$ cat src/rtl/sweep_peak_ctrl.sv
// Raster sweep of the H/V servo pulse widths with an ADC sample taken at every position.
// A position is flagged to the downstream max-hold register when its sample beats the stored maximum by more than HYST.
module sweep_peak_ctrl #(
  parameter int          ADC_W         = 12,
  parameter int unsigned PW_MIN        = 500,
  parameter int unsigned PW_MAX        = 2500,
  parameter int unsigned PW_STEP       = 100,
  parameter int unsigned SETTLE_CYCLES = 2000000,
  parameter int unsigned HYST          = 4
) (
  input  logic             CLK,
  input  logic             RST,
  input  logic             start,
  input  logic [ADC_W-1:0] adc_data,
  input  logic             adc_valid,
  input  logic [ADC_W-1:0] LV,
  output logic             adc_req,
  output logic [ADC_W-1:0] PV,
  output logic             GT,
  output logic [31:0]      pulseWidth_H,
  output logic [31:0]      pulseWidth_V,
  output logic             busy,
  output logic             done
);

  localparam int unsigned     CNT_W    = (SETTLE_CYCLES > 1) ? $clog2(SETTLE_CYCLES) : 1;
  localparam logic [CNT_W-1:0] CNT_LAST = CNT_W'(SETTLE_CYCLES - 1);
  localparam logic [31:0]     PW_MIN_W = 32'(PW_MIN);
  localparam logic [32:0]     PW_MAX_X = 33'(PW_MAX);
  localparam logic [32:0]     PW_STP_X = 33'(PW_STEP);
  localparam logic [ADC_W:0]  HYST_X   = (ADC_W+1)'(HYST);

  typedef enum logic [2:0] {
    S_IDLE, S_SETTLE, S_REQ, S_WAIT, S_CMP, S_STEP, S_DONE
  } state_t;

  state_t           state;
  logic [CNT_W-1:0] settle_cnt;
  logic [32:0]      h_next;
  logic [32:0]      v_next;
  logic             gt_next;

  // One extra bit on every add so neither the step nor LV+HYST can wrap.
  assign h_next  = {1'b0, pulseWidth_H} + PW_STP_X;
  assign v_next  = {1'b0, pulseWidth_V} + PW_STP_X;
  assign gt_next = {1'b0, adc_data} > ({1'b0, LV} + HYST_X);

  // NOTE: sequential state uses non-blocking assignments only, so every
  // register sees the pre-edge values of the others regardless of statement order.
  always_ff @(posedge CLK) begin
    // NOTE: reset is synchronous; it is only a high-priority branch inside the clocked block.
    if (RST) begin
      state        <= S_IDLE;
      settle_cnt   <= '0;
      pulseWidth_H <= PW_MIN_W;
      pulseWidth_V <= PW_MIN_W;
      PV           <= '0;
      GT           <= 1'b0;
      adc_req      <= 1'b0;
      busy         <= 1'b0;
      done         <= 1'b0;
    end else begin
      case (state)
        S_IDLE: begin
          if (start) begin
            pulseWidth_H <= PW_MIN_W;
            pulseWidth_V <= PW_MIN_W;
            settle_cnt   <= '0;
            busy         <= 1'b1;
            state        <= S_SETTLE;
          end
        end
        S_SETTLE: begin
          if (settle_cnt == CNT_LAST) begin
            settle_cnt <= '0;
            adc_req    <= 1'b1;
            state      <= S_REQ;
          end else begin
            settle_cnt <= settle_cnt + CNT_W'(1);
          end
        end
        S_REQ: begin
          adc_req <= 1'b0;
          state   <= S_WAIT;
        end
        S_WAIT: begin
          // GT is registered from the same sample that lands in PV, so both appear together in CMP.
          if (adc_valid) begin
            PV    <= adc_data;
            GT    <= gt_next;
            state <= S_CMP;
          end
        end
        S_CMP: begin
          GT    <= 1'b0;
          state <= S_STEP;
        end
        S_STEP: begin
          if (h_next <= PW_MAX_X) begin
            pulseWidth_H <= h_next[31:0];
            state        <= S_SETTLE;
          end else if (v_next <= PW_MAX_X) begin
            pulseWidth_H <= PW_MIN_W;
            pulseWidth_V <= v_next[31:0];
            state        <= S_SETTLE;
          end else begin
            done  <= 1'b1;
            state <= S_DONE;
          end
        end
        S_DONE: begin
          done  <= 1'b0;
          busy  <= 1'b0;
          state <= S_IDLE;
        end
        default: state <= S_IDLE;
      endcase
    end
  end

endmodule

$ cat config.mk
export PLATFORM = sky130hd
export DESIGN_NAME = sweep_peak_ctrl
export DESIGN_NICKNAME = d
export VERILOG_FILES = /design/src/rtl/sweep_peak_ctrl.sv
export SDC_FILE = /design/constraint.sdc
export NUM_CORES = 1
export LEC_CHECK = 0
export BUFFER_PORTS_ARGS = -buffer_cell sky130_fd_sc_hd__buf_2
export CAP_MARGIN = 10
export CORE_UTILIZATION = 23
export CTS_BUF_LIST = sky130_fd_sc_hd__clkbuf_8 sky130_fd_sc_hd__clkbuf_16
export CTS_CLUSTER_DIAMETER = 200
export DETAILED_ROUTE_END_ITERATION = 10
export GPL_TIMING_DRIVEN = 1
export PLACE_DENSITY = 0.5
export SLEW_MARGIN = 40
export SYNTH_ARGS = -nofsm -noshare
export SYNTH_HDL_FRONTEND = slang
export SYNTH_SLANG_ARGS = --single-unit
$ cat constraint.sdc
create_clock -name CLK -period 3.21 [get_ports CLK]
set_input_delay 0.321 -clock CLK [delete_from_list [all_inputs] [get_ports CLK]]
set_output_delay 0.321 -clock CLK [all_outputs]
set_load 0.02 [all_outputs]
==> reports/metrics.sh, run 1 <==
OUTCOME='finished clean'
HTREE_NUM_LEVELS=3
GRT_START_MAX_NET_PINS=40
CTS_TREE='yes'
ANTENNA_FOUND_INITIAL=2
POST_SYNTH_MUX_AREA_SHARE=0.003615
DESIGN.PORTCOUNT=108
ARRIVAL_NS=3.45
STARTING_UTILIZATION_OF_THE_CORE_AREA=0.2344
FINAL_AREA_MM2=0.008090
CP_DATA_REQUIRED_TIME_NS=3.46
SYNTHXORXNORAREAFRAC=0.05358
SYN_AREA_MM2=0.005884
CTS_MADE_BUFFERS=9
NUMBER_OF_CELL_INSTANCES_ON_THE_WORST_REGISTER_TO_REGISTER_PATH=11
DRT_DRC=0
FINALNONFILLERCELLS=1230
SYNTH.YOSYS.WARNINGS=0
CTS_HOLD_BUF=0
ROW_COUNT=58
NETLIST.AREA_LEADER.SHARE=0.3402
NUMBER_OF_ENABLE_TYPE_REGISTER_CELLS_IN_THE_SYNTHESIZED_NETLIST=0
GLOBAL_ROUTE_WIRE_LENGTH_BEFORE_REPAIR_UM=27120
POWER-PER-CELL-AREA_mW_PER_MM2=331.2
SEQ_AREA_FRAC_SYNTH=0.3402
FINAL_HOLD_VIOLATION_COUNT=0
CRITICAL_REGISTER_TO_REGISTER_PATH_STARTPOINT='pulseWidth_V[2]'
ENDPOINT_KIND='flop'
YOSYSMOSTFREQUENTCELL='sky130_fd_sc_hd__dfxtp_1'
TIGHTEST_SLEW_NS=0.8470
TIMING.FINAL.CRIT_SHARE=0.9982
RSZ0062_AT_GRT='yes'
FINAL_PERIOD_MINUS_WORST_SETUP_SLACK_NS=3.204
YS.FLOP_TYPE='sky130_fd_sc_hd__dfxtp_1'
YOSYS.AREA.TOP_TYPE='sky130_fd_sc_hd__dfxtp_1'
FINAL_NET_COUNT=939
SYN_TO_FINAL_GROWTH_PCT=37.49
CRITICAL_PATH.REG2REG.ENDPOINT='pulseWidth_V[3]'
TIMING.MAX_CAP.VIOLATIONS=0
SYNTH_TOP_CELLS_BY_AREA='sky130_fd_sc_hd__dfxtp_1, sky130_fd_sc_hd__and2_1, sky130_fd_sc_hd__a21oi_1, sky130_fd_sc_hd__ha_1, sky130_fd_sc_hd__nand3_1'
FINAL_SLEW_VIOL_COUNT=0
ROOT_BUFFER='sky130_fd_sc_hd__clkbuf_16'
WORST_SKEW_PAIR.LATE_LATENCY_NS=0.35
VDD_IR_DROP_MAX_uV=194.9
RRSETUPSLACK_NS=0.006
DRIVE_GT1_FRAC=0.3519
SYNTHADDERAREAFRAC=0.03827
WORST_HOLD_PATH.NUM_CELLS=3
DESIGN.CORE.AREA_MM2=0.02511
PORT-BUFFER-COUNT=103
DRT-INITIAL-DRC-COUNT=245
GPL_WTD_CONG=0.7832
DETAILROUTE.VIA_COUNT=5731
CP-START-KIND='flop'
DRT_PASS1_ITERATIONS=4
SYNTH.FF_LATCH_COUNT=100
WORSTPATHMAXFANOUT=9
COMMONEST_CELLS_POST_SYNTH='sky130_fd_sc_hd__dfxtp_1, sky130_fd_sc_hd__nand2_1, sky130_fd_sc_hd__nor2_1, sky130_fd_sc_hd__a21oi_1'
SERIES_OF_CELL_INSTANCES_ALONG_THE_CRITICAL_PATH='ha_4, a211o_1, a311oi_1, o21ai_1, or4_1, or4_4, nor3_4, a211oi_4, buf_6, buf_12, a32o_1'
SYNTH_SIMPLE_GATE_AREA_SHARE=0.3021
SYNTH_ASYNC_SR_FLOP_SHARE=0
PLACED_CELLS=1192
CRITICAL-PATH-SLOWEST-CELL='sky130_fd_sc_hd__or4_4'
SETUP_VIOLATIONS=0
SYNTH_COMPOUND_AREA_FRAC=0.2111
DETAIL_ROUTE.VIAS_PER_CELL=4.659
MEAN_AREA_PER_SYNTHESIZED_CELL_UM2=8.394
CLKTRANSATPATHREGS_NS=0.08
HOLDWS_NS=0.2151
GRT_PASS1_VIAS=5309
FIN_SETUP_TNS_NS=0
ROUTED_WIRE_LENGTH_PER_INSTANCE_UM=13.93
CLK_PATH_BUF_DEPTH=2
WORSTHOLDENDPOINT='PV[0]'
DESIGN.DIE.AREA_MM2=0.02623
WORST_HOLD_PATH_TYPE='input pin to flop'
TIMING.FMAX_GHz=0.3121
CRITPATHTOPFAMILY='simple AND/OR/NAND/NOR gates'
GLOBAL_ROUTE.OVERFLOW_TOTAL=0
SETUP.WORST_PATH.CLASS='flop to flop'
FIN_WORST_SKEW_NS=0.01472
POST_DP_CELL_AREA_MM2=0.007360
POST-DP-HPWL_UM=12950
TIMING.MAX_SLEW.REL_SLACK=0.4353
MIN_FROM='adc_data[0]'
SYNTHDISTINCTLIBCELLS=92
ROUTED_WL_UM=17140
CP_PEAK_STAGE_DELAY_NS=0.55
CLOCK_SINK_COUNT=100
FIN_TOTAL_PWR_mW=2.679
SYN_INST=701
FP.DIEH_UM=162.0
GRT_UTIL_ALL_LAYERS=0.1279
SHARE_OF_THE_CORE_FILLED_WITH_CELLS=0.3222
STATIC-LEAKAGE-POWER_nW=3.300
PRE_CTS_SLACK_NS=-0.1466
POSTROUTEANTENNANETS=0
FINAL.SETUP.WORST_SLACK_NS=0.005790
DIEWIDTH_UM=162.0
NUMBER_OF_BUFFER_AND_INVERTER_INSTANCES_ALONG_THE_WORST_SETUP_PATH=2
SYNTH_TOP_FAMILY_BY_AREA='simple AND/OR/NAND/NOR gates'
[cell families after synthesis]
family / after synthesis
and+or+nand+nor: 313
AOI/OAI and AO/OA: 172
DFF: 100
buffers and inverters: 59
xor gates and xnor gates: 36
adders and majority gates: 18
muxes: 2
other: 1
[where the power goes]
part | internal [mW] | switching [mW] | total, mW
registers | 1.25 | 0.0148 | 1.26
clock network | 0.636 | 0.519 | 1.16
logic | 0.114 | 0.148 | 0.262
total | 2.00 | 0.682 | 2.68
[tightest hold or removal path, stage by stage]
cell	delay (ns)
sky130_fd_sc_hd__buf_2	0.11
sky130_fd_sc_hd__nand2_1	0.05
sky130_fd_sc_hd__a21oi_1	0.05
[timing repair]
action | 4_1_cts | 5_1_grt
endpoints found under the setup margin | 47 | 61
cloned | 0 | 1
pin swaps | 7 | 28
gates resized for setup | 7 | 54
buffers inserted | 4 | 15
[cell usage in the layout (no fill, tap or decap), types with 10 or more instances in the layout]
cell type                   Yosys  layout
sky130_fd_sc_hd__buf_6          7      10
sky130_fd_sc_hd__buf_4          4      95
sky130_fd_sc_hd__xnor2_1       17      16
sky130_fd_sc_hd__o21ai_0       30      30
sky130_fd_sc_hd__and3_1        16      15
sky130_fd_sc_hd__dfxtp_1      100      89
sky130_fd_sc_hd__and2_1        40      36
sky130_fd_sc_hd__ha_1          18      15
sky130_fd_sc_hd__nand4_1       21      21
sky130_fd_sc_hd__and2_4         7      13
sky130_fd_sc_hd__a21oi_1       46      46
sky130_fd_sc_hd__nand2_1       53      52
sky130_fd_sc_hd__xor2_1        19      19
sky130_fd_sc_hd__nor2_1        51      50
sky130_fd_sc_hd__clkbuf_16      0      10
sky130_fd_sc_hd__nand3_1       40      40
sky130_fd_sc_hd__buf_2          5     103
sky130_fd_sc_hd__nor3_1        18      16
sky130_fd_sc_hd__inv_1         24      24
[layout make-up]
type	instances	area [µm²]
fill	2676	17020
multi-input combinational	545	3801
sequential	100	2023
timing repair buffer	213	1446
tap	330	412.9
clock buffer	10	239.0
inverter	24	90.09
clock inverter	6	72.57
antenna	2	5.005
[metal layers]
metal  vias to the layer above  global-route usage  part of all wire
met5                         -                   0           0.00047
met4                         2             0.04160             0.013
met3                        15             0.02783             0.038
met2                        80              0.2021              0.47
met1                      2683              0.1719              0.48
li1                       2951                   -                 -
[flip-flops by register name, indices dropped and copies added, names as in the netlist]
signal,cells
state,3
settle_cnt,21
pulseWidth_V,30
GT,1
pulseWidth_H,30
adc_req,1
done,1
busy,1
PV,12
[worst max path at each step]
stage / startpoint / endpoint / slack, ns / cells after the start
floorplan: pulseWidth_V[2] / pulseWidth_V[4] / 0.01 / 11
finish: pulseWidth_V[2] / pulseWidth_V[3] / 0.006 / 11
global placement: pulseWidth_H[2] / pulseWidth_V[14] / -0.14 / 11
global route: pulseWidth_H[4] / pulseWidth_V[4] / -0.12 / 13
detailed placement: pulseWidth_V[2] / pulseWidth_V[3] / -0.15 / 12
CTS: pulseWidth_V[2] / pulseWidth_V[3] / -0.09 / 11
Note: power is estimated with default switching activity, not from simulation.
==> run 2: changes to the inputs <==
Settings changed: PLACE_DENSITY 0.5 to 0.49.
Clock period 3.21 ns to 4.1 ns, I/O delays scaled along.
==> reports/metrics.sh, run 2 (synthesized netlist as in run 1, its figures left out) <==
POWER_FRAC_COMB=0.077  # -0.021
FIN_WORST_SKEW_NS=0.01975  # +0.005033 ns
POSTROUTEANTENNANETS=0  # unchanged
TIMING.MAX_SLEW.REL_SLACK=0.5004  # +0.06508
PLACED_CELLS=1113  # -6.6%
GLOBAL_ROUTE.OVERFLOW_TOTAL=0  # unchanged
CRITICAL_REGISTER_TO_REGISTER_PATH_STARTPOINT='pulseWidth_V[2]'
ARRIVAL_NS=3.97  # +0.52 ns
SYN_TO_FINAL_GROWTH_PCT=19.54
OUTCOME='finished clean'
POST-CTS-SETUP-BUFFER-COUNT=0  # -4
FP.DIEH_UM=162.0  # unchanged
MOST_FREQUENT_STANDARD_CELL_IN_THE_LAYOUT_EXCLUDING_FILL_AND_TAP_CELLS='sky130_fd_sc_hd__buf_2'
MET2_LENGTH_UM=7342  # -8.7%
CP_DATA_REQUIRED_TIME_NS=4.35  # +0.89 ns
DRT_DRC=0  # unchanged
FIN_SETUP_TNS_NS=0  # unchanged
DRT_PASS1_ITERATIONS=7  # +3
TOP_LAYER_REACHED_BY_SIGNAL_WIRES='met4'
SWITCHING_SHARE=0.2793  # +0.02467
WORST_HOLD_PATH_TYPE='input pin to flop'
TIGHTEST_SLEW_NS=0.7459  # -0.1011 ns
GLOBAL_ROUTE_WIRE_LENGTH_BEFORE_REPAIR_UM=25610  # -5.6%
COUNT_OF_CELLS_RESIZED_BY_POST_CTS_REPAIR=0  # -7
MIN_FROM='adc_data[0]'
WORST_SKEW_PAIR.LATE_LATENCY_NS=0.37  # +0.02 ns
DETAIL_ROUTE.VIAS_PER_CELL=4.751  # +2.0%
GRT_UTIL_ALL_LAYERS=0.1216  # -0.006348
CP-START-KIND='flop'
FINAL_NET_COUNT=840  # -11%
FINAL_AREA_MM2=0.007034  # -13%
MOSTFREQUENTLAYOUTCELLS='sky130_fd_sc_hd__buf_2, sky130_fd_sc_hd__dfxtp_1, sky130_fd_sc_hd__nand2_1'
ROUTED_WL_UM=15960  # -6.9%
VDD_IR_DROP_MAX_uV=170.2  # -13%
RSZ0062_AT_GRT='no'
STATIC-LEAKAGE-POWER_nW=2.750  # -17%
DIEWIDTH_UM=162.0  # unchanged
TIMING.MAX_CAP.VIOLATIONS=0  # unchanged
CTS_HOLD_BUF=0  # unchanged
FINALNONFILLERCELLS=1130  # -8.1%
DESIGN.PORTCOUNT=108  # unchanged
POWER_FRAC_CLOCK=0.438  # +0.007
ROUTED_WIRE_LENGTH_PER_INSTANCE_UM=14.12  # +1.4%
FINAL_SLEW_VIOL_COUNT=0  # unchanged
ENDPOINT_KIND='flop'
M1WIRELENGTH_UM=7789  # -5.1%
SETUP.WORST_PATH.CLASS='flop to flop'
P_SEQ_FRAC=0.485  # +0.014
INTERNAL_POWER_mW=1.475  # -26%
DRT-INITIAL-DRC-COUNT=228  # -6.9%
FINAL_PERIOD_MINUS_WORST_SETUP_SLACK_NS=3.720  # +0.5160 ns
FINAL_HOLD_VIOLATION_COUNT=0  # unchanged
CLKTRANSATPATHREGS_NS=0.08  # about the same
PORT-BUFFER-COUNT=103  # unchanged
ANTENNA_FOUND_INITIAL=1  # -1
SWITCHING_POWER_mW=0.5715  # -16%
DESIGN.DIE.AREA_MM2=0.02623  # unchanged
ROW_COUNT=58  # unchanged
WORSTPATHMAXFANOUT=27  # +18
CLK_PATH_BUF_DEPTH=2  # unchanged
CRITPATHLAUNCH='pulseWidth_V[2]'
TIMING.FMAX_GHz=0.2688  # -14%
HTREE_NUM_LEVELS=3  # unchanged
CLOCK_SINK_COUNT=100  # unchanged
TIMING.FINAL.CRIT_SHARE=0.9074  # -0.09083
SETUP_VIOLATIONS=0  # unchanged
POST-DP-HPWL_UM=11670  # -9.8%
ROOT_BUFFER='sky130_fd_sc_hd__clkbuf_16'
DESIGN.CORE.AREA_MM2=0.02511  # unchanged
CTS_MADE_BUFFERS=9  # unchanged
GRT_PASS1_VIAS=4919  # -7.3%
DRIVE_GT1_FRAC=0.2265  # -0.1254
POWER-PER-CELL-AREA_mW_PER_MM2=290.9  # -12%
HOLDWS_NS=0.2959  # +0.08087 ns
REGISTERS_WITH_THE_MOST_FLIP_FLOPS='pulseWidth_H: 30 flops, pulseWidth_V: 30 flops, settle_cnt: 21 flops'
ROUTED-WL-MET3_UM=494  # -24%
STARTING_UTILIZATION_OF_THE_CORE_AREA=0.2344  # unchanged
GRT_START_MAX_NET_PINS=40  # unchanged
DETAILROUTE.VIA_COUNT=5369  # -6.3%
GPL_WTD_CONG=0.7726  # -1.4%
N_FILL_CELL=2773  # +3.6%
POST_DP_CELL_AREA_MM2=0.006708  # -8.9%
CTS_TREE='yes'
-- run 2: final cells by class --
type | count | area [µm²] | area share
flip-flops and latches | 100 | 2002 | 0.2846
multi-input cells | 545 | 3610 | 0.5132
diodes | 1 | 2.502 | 0.0003557
clock buffers | 9 | 225.2 | 0.03202
well taps | 330 | 412.9 | 0.05870
clock inverters | 7 | 91.34 | 0.01298
inverters | 24 | 90.09 | 0.01281
repair buffers | 114 | 600.6 | 0.08538
-- run 2: power by group through the flow --
stage	Sequential, mW	Clock [mW]	Combinational, mW
floorplan	1.01	0	0.110
global placement	1.02	0	0.157
detailed placement	1.02	0	0.158
CTS	0.993	0.934	0.159
global route	0.995	0.963	0.177
finish	0.993	0.897	0.157
-- run 2: worst max-delay path, cell delays in order (launching register included) --
cell and delay, ns:
sky130_fd_sc_hd__dfxtp_1 0.52, sky130_fd_sc_hd__ha_1 0.39, sky130_fd_sc_hd__a211oi_2 0.16, sky130_fd_sc_hd__nor3_2 0.50
sky130_fd_sc_hd__a41oi_1 0.17, sky130_fd_sc_hd__or4_1 0.54, sky130_fd_sc_hd__or4_4 0.55, sky130_fd_sc_hd__nor3_4 0.20
sky130_fd_sc_hd__a211oi_2 0.09, sky130_fd_sc_hd__buf_4 0.25, sky130_fd_sc_hd__a32o_1 0.24
-- run 2: worst paths after layout --
check                    end  slack [ns]  depth (start not counted)
max          pulseWidth_V[3]        0.38                         10
min                    PV[0]        0.30                          3
max reg2reg  pulseWidth_V[3]        0.38                         10
min reg2reg            PV[3]        0.46                          2
-- run 2: per-layer routing --
| layer | GRT usage | up-vias |
|---|---|---|
| li1 | - | 2744 |
| met4 | 0.05274 | 0 |
| met2 | 0.1963 | 77 |
| met5 | 0 | - |
| met1 | 0.1597 | 2530 |
| met3 | 0.01915 | 18 |
-- run 2: metrics by stage --
step / utilization / setup WS, ns / power (mW)
after floorplan: - / 0.6528 / 1.123
after CTS: 0.2797 / 0.3704 / 2.085
after detailed placement: 0.2671 / 0.3911 / 1.173
final: 0.2801 / 0.3798 / 2.046
after global routing: 0.2800 / 0.1151 / 2.135
after global placement: 0.2670 / 0.4749 / 1.173
